### src/rtl/cic_d_seq.sv
// cic_d_seq: run-control sequencer pacing samples into a cic_d decimator (settle/run/flush).
// Define CIC_D_SEQ_STATS_EN to add a saturating 16-bit underrun_cnt output port.
module cic_d_seq #(
    parameter int unsigned INP_DW  = 18,
    parameter int unsigned OUT_DW  = 18,
    parameter int unsigned CIC_R   = 10,
    parameter int unsigned CIC_N   = 7,
    parameter int unsigned CLK_DIV = 4,
    parameter int unsigned BURST_W = 16
) (
    input  logic               clk,
    input  logic               reset,
    input  logic               start,
    input  logic               stop,
    input  logic [BURST_W-1:0] burst_len,
    input  logic [INP_DW-1:0]  src_data,
    input  logic               src_valid,
    output logic               src_ready,
    output logic [INP_DW-1:0]  cic_inp_data,
    output logic               cic_inp_str,
    input  logic [OUT_DW-1:0]  cic_out_data,
    input  logic               cic_out_str,
    output logic [OUT_DW-1:0]  out_data,
    output logic               out_str,
    output logic               busy,
    output logic               done,
`ifdef CIC_D_SEQ_STATS_EN
    output logic               underrun,
    output logic [15:0]        underrun_cnt
`else
    output logic               underrun
`endif
);

    localparam int unsigned SLOT_W    = (CLK_DIV > 1) ? $clog2(CLK_DIV) : 1;
    localparam int unsigned SET_W     = $clog2(CIC_N + 1);
    localparam int unsigned FLUSH_LEN = CIC_N * CIC_R;
    localparam int unsigned FL_W      = $clog2(FLUSH_LEN + 1);
    localparam logic [SLOT_W-1:0] SLOT_LAST = SLOT_W'(CLK_DIV - 1);
    localparam logic [SET_W-1:0]  SET_LAST  = SET_W'(CIC_N - 1);
    localparam logic [FL_W-1:0]   FL_LAST   = FL_W'(FLUSH_LEN - 1);

    typedef enum logic [1:0] {IDLE, SETTLE, RUN, FLUSH} state_t;

    state_t             state, state_nxt;
    logic [SLOT_W-1:0]  slot_cnt;
    logic [SET_W-1:0]   set_cnt;
    logic [FL_W-1:0]    fl_cnt;
    logic [BURST_W-1:0] burst_q;
    logic [BURST_W-1:0] out_cnt;
    logic [BURST_W-1:0] out_cnt_inc;
    logic               tick;
    logic               start_ok;
    logic               settle_hit;
    logic               burst_hit;
    logic               flush_hit;

    always_ff @(posedge clk) begin
        if (reset) state <= IDLE;
        else       state <= state_nxt;
    end

    always_comb begin
        state_nxt = state;
        unique case (state)
            IDLE:    if (start_ok) state_nxt = SETTLE;
            SETTLE:  if (stop) state_nxt = FLUSH;
                     else if (settle_hit) state_nxt = RUN;
            RUN:     if (stop || burst_hit) state_nxt = FLUSH;
            FLUSH:   if (flush_hit) state_nxt = IDLE;
            default: state_nxt = IDLE;
        endcase
    end

    always_comb begin
        tick        = (state != IDLE) && (slot_cnt == SLOT_LAST);
        start_ok    = (state == IDLE) && start && !stop;
        out_cnt_inc = out_cnt + 1'b1;
        settle_hit  = (state == SETTLE) && cic_out_str && (set_cnt == SET_LAST);
        burst_hit   = (state == RUN) && cic_out_str && (burst_q != '0) && (out_cnt_inc == burst_q);
        flush_hit   = (state == FLUSH) && tick && (fl_cnt == FL_LAST);
        busy        = (state != IDLE);
        src_ready   = tick && (state != FLUSH);
    end

    // Slot counter idles at zero, so the first tick lands CLK_DIV clocks after start.
    always_ff @(posedge clk) begin
        if (reset) begin
            slot_cnt <= '0;
            set_cnt  <= '0;
            fl_cnt   <= '0;
            burst_q  <= '0;
            out_cnt  <= '0;
        end else begin
            if (state == IDLE || tick) slot_cnt <= '0;
            else                       slot_cnt <= slot_cnt + 1'b1;

            if (state != SETTLE)  set_cnt <= '0;
            else if (cic_out_str) set_cnt <= set_cnt + 1'b1;

            if (state != FLUSH) fl_cnt <= '0;
            else if (tick)      fl_cnt <= fl_cnt + 1'b1;

            if (start_ok) burst_q <= burst_len;

            if (state != RUN)                         out_cnt <= '0;
            else if (cic_out_str && (out_cnt != '1)) out_cnt <= out_cnt_inc;
        end
    end

    always_ff @(posedge clk) begin
        if (reset) begin
            cic_inp_data <= '0;
            cic_inp_str  <= 1'b0;
            underrun     <= 1'b0;
            out_data     <= '0;
            out_str      <= 1'b0;
            done         <= 1'b0;
        end else begin
            cic_inp_str <= 1'b0;
            underrun    <= 1'b0;
            out_str     <= 1'b0;
            done        <= flush_hit;
            if (tick) begin
                cic_inp_str <= 1'b1;
                if ((state != FLUSH) && src_valid) cic_inp_data <= src_data;
                else                               cic_inp_data <= '0;
                underrun <= (state != FLUSH) && !src_valid;
            end
            if ((state == RUN) && cic_out_str) begin
                out_data <= cic_out_data;
                out_str  <= 1'b1;
            end
        end
    end

`ifdef CIC_D_SEQ_STATS_EN
    always_ff @(posedge clk) begin
        if (reset || start_ok) begin
            underrun_cnt <= '0;
        end else if (tick && (state != FLUSH) && !src_valid && (underrun_cnt != '1)) begin
            underrun_cnt <= underrun_cnt + 1'b1;
        end
    end
`endif

endmodule

### config.mk
export PLATFORM = sky130hd
export DESIGN_NAME = cic_d_seq
export DESIGN_NICKNAME = d
export VERILOG_FILES = /design/src/rtl/cic_d_seq.sv
export SDC_FILE = /design/constraint.sdc
export NUM_CORES = 1
export LEC_CHECK = 0
export BUFFER_PORTS_ARGS = -buffer_cell sky130_fd_sc_hd__buf_2
export CELL_PAD_IN_SITES_DETAIL_PLACEMENT = 1
export CELL_PAD_IN_SITES_GLOBAL_PLACEMENT = 1
export CORE_ASPECT_RATIO = 2
export CORE_UTILIZATION = 35
export CTS_CLUSTER_DIAMETER = 120
export DETAILED_ROUTE_END_ITERATION = 7
export GPL_ROUTABILITY_DRIVEN = 0
export GPL_TIMING_DRIVEN = 0
export PLACE_DENSITY_LB_ADDON = 0.08
export SLEW_MARGIN = 20
export SYNTH_ARGS = -nofsm -noshare
export SYNTH_HDL_FRONTEND = slang
export SYNTH_SLANG_ARGS = --single-unit
### constraint.sdc
create_clock -name clk -period 2.4 [get_ports clk]
set_input_delay 0.48 -clock clk [delete_from_list [all_inputs] [get_ports clk]]
set_output_delay 0.48 -clock clk [all_outputs]
set_load 0.01 [all_outputs]
==> flow_summary.yaml <==
die:
  fp.dieW_um: 77.3
  die_h_um: 153
  ios: 100
  coreArea_sq_mm: 0.0109
  std_cell_rows: 54
  start_util: 0.363
  die_area_sq_mm: 0.0118
global_routing:
  grt_pass1_wl_um: 19300
  antenna_found_initial: 0
  grt_usage: 0.212
  grt.overflow.total: 0
  grt_pass1_vias: 4044
  grt_max_degree: 16
cells_and_area:
  fin_area_sq_mm: 0.00513
  final_cells: 732
  syn2layout_area_growth_pct: 29.2
  drive_gt1_frac: 0.279
  post-route-util: 0.469
  diodes: 0
  fin_nets: 655
routing:
  drt-initial-drc-count: 107
  dr.max_layer_used: "met4"
  postRouteAntennaNets: 0
  wl_met2_um: 6930
  vias: 3784
  wl_met1_um: 4190
  viasPerCell: 5.17
  wl_per_cell_um: 16.4
  drt-pass1-iter-count: 4
  routed_wl_um: 12000
  wl_met3_um: 404
  drcViolationCount: 0
worst_setup_path:
  crit_path_end_kind: "register"
  crit_path_end: "state[1]$_SDFFE_PP0P_"
  reg2reg_slack_ns: 0.08
  required_ns: 2.63
  startpoint: "out_cnt[0]$_SDFFE_PP0P_"
  cp.arrival_ns: 2.54
  start_kind: "register"
  worst-setup-path-type: "register to register"
  timing.rr.start: "out_cnt[0]$_SDFFE_PP0P_"
  crit_path_max_fanout: 7
  r2r-end: "state[1]$_SDFFE_PP0P_"
  rr_worst_depth: 8
timing:
  timing.hold.ws_ns: 0.333
  fmax_ghz: 0.432
  rsz0062_at_grt: "yes"
  drv_slew: 0
  skew_ns: 0.00675
  finalCritPeriodShare: 0.965
  finalHoldViolCount: 0
  slew_headroom: 0.550
  layout_setup_ws_ns: 0.0836
  worst_slew_pin_slew_ns: 0.672
  period_minus_slack_ns: 2.32
  setup_tns_ns: 0
  finalSetupViolCount: 0
worst_hold_path:
  hold_depth: 2
  hold_class: "input port to register"
synth:
  syn_nets: 537
  avgSynthCellArea_sq_um: 8.47
  yosysTopAreaCell: "dfxtp_1"
  yosys_warnings: 0
  yosysSeqAreaShare: 0.434
  synthFlopType: "dfxtp_1"
  synth_common_cells: "86 x dfxtp_1, 84 x nand2_1, 56 x nor2_1, 37 x a21oi_1, 23 x xor2_1"
  synth_async_sr_flop_share: 0
  synth.top_cell.area_share: 0.434
  syn_inst: 469
  synth_area_sq_mm: 0.00397
  ys_ff_latch: 86
  ys_types: 55
  synth-edff-count: 0
  synth_area_leaders: "dfxtp_1 43%, nand2_1 7.9%, nor2_1 5.3%, xor2_1 5.1%, a21oi_1 4.7%"
  synthMostInstantiatedCell: "dfxtp_1"
placement:
  port_buffers: 97
  hpwl_um: 9400
  place_inst: 706
  dpl_worst_slack_ns: -0.295
  placed_area_sq_mm: 0.00463
power_and_ir_drop:
  p_switching_mw: 1.12
  vdd_drop_max_uv: 404
  p_sw_frac: 0.297
  pwr-share-seq: 0.429
  power-per-cell-area_mw_per_mm2: 733
  clkPwrFrac: 0.375
  power_mw: 3.76
  internal_power_mw: 2.64
  p_leak_nw: 2.06
  p_comb_frac: 0.196
clocking:
  clk_latency_ns: 0.35
  clockBufferDepth: 2
  cts_made_buffers: 9
  cts_tree: "built"
  cts_root_buffer: "clkbuf_16"
  cts_max_level: 3
  path_clk_slew_ns: 0.06
  cts_hold_buf: 0
  cts.sinks: 86
run_status:
  outcome: "finished, final reports clean"
flow_run:
  maxCapViolations: 0
worst min-delay path by stage:
stage / from / end / slack, ns
6_report: src_valid / underrun$_SDFF_PP0_ / 0.33
5_1_grt: src_valid / underrun$_SDFF_PP0_ / 0.34
4_1_cts: src_valid / underrun$_SDFF_PP0_ / 0.31
3_5_place_dp: slot_cnt[0]$_SDFF_PP0_ / slot_cnt[0]$_SDFF_PP0_ / 0.43
3_3_place_gp: slot_cnt[0]$_SDFF_PP0_ / slot_cnt[0]$_SDFF_PP0_ / 0.41
2_1_floorplan: slot_cnt[0]$_SDFF_PP0_ / slot_cnt[0]$_SDFF_PP0_ / 0.41
cell families after synthesis:
family          Yosys count  share of synthesized area
buf+inv                  37                     0.0391
compound gates           80                      0.133
simple gates            214                      0.268
fa+ha+maj                10                     0.0315
mux                       5                     0.0132
flops                    86                      0.434
xor+xnor                 37                     0.0816
repair_timing:
item                       4_1_cts  5_1_grt
gates resized for setup         16       14
pin swaps                        2        6
buffers inserted                 3        7
setup endpoints to repair       31       13
metal layers:
layer  vias up  GRT usage
met3        32     0.0455
met5         -          0
met4         0      0.111
met1      1811      0.189
met2        93      0.423
li1       1848          -
cell usage in the layout, fill, tap and decap left out, types with 3 or more instances in the layout:
| master | instances |
|---|---|
| buf_4 | 11 |
| xnor2_1 | 14 |
| clkbuf_16 | 9 |
| inv_1 | 8 |
| o2111ai_1 | 4 |
| nand2_1 | 84 |
| nand3_4 | 3 |
| buf_2 | 103 |
| and3_1 | 5 |
| nand3b_1 | 4 |
| nand4_1 | 11 |
| nand3_1 | 10 |
| nor2_1 | 56 |
| dfxtp_2 | 3 |
| ha_1 | 7 |
| a21oi_1 | 37 |
| mux2i_1 | 3 |
| xor2_1 | 23 |
| dfxtp_1 | 82 |
| o21ai_0 | 4 |
| or3_1 | 3 |
| nor4_1 | 7 |
| a22oi_1 | 18 |
| nor4_4 | 3 |
| clkbuf_1 | 16 |
| nand2b_1 | 8 |
worst max-delay path: stages, from the launching register on:
cell and delay (ns):
dfxtp_4 0.41, ha_4 0.19, nand3_4 0.13, o31a_1 0.33, nor4b_2 0.28, a211oi_2 0.10
nor4_4 0.28, buf_4 0.18, mux2_4 0.30
power by group through the flow:
stage	clock, mW	combinational (mW)	sequential, mW
5_1_grt	1.52	0.823	1.63
3_5_place_dp	0	0.685	1.64
3_3_place_gp	0	0.648	1.63
4_1_cts	1.45	0.698	1.60
2_1_floorplan	0	0.447	1.62
6_report	1.41	0.736	1.61
sequential cells by signal, indices dropped and copies added (netlist names):
name,cells
out_cnt,16
done,1
set_cnt,3
burst_q,16
slot_cnt,2
out_data,18
cic_inp_str,1
out_str,1
underrun,1
fl_cnt,7
state,2
cic_inp_data,18
final cells by class:
type / count / area, sq um
Clock buffer: 9 / 225
Buffer: 27 / 129
Sequential cell: 86 / 1730
Clock inverter: 7 / 73.8
Timing Repair Buffer: 107 / 561
Tap cell: 140 / 175
Multi-Input combinational cell: 346 / 2200
Inverter: 10 / 40.0
Fill cell: 1377 / 5820
Note: power is estimated with default switching activity, not from simulation.
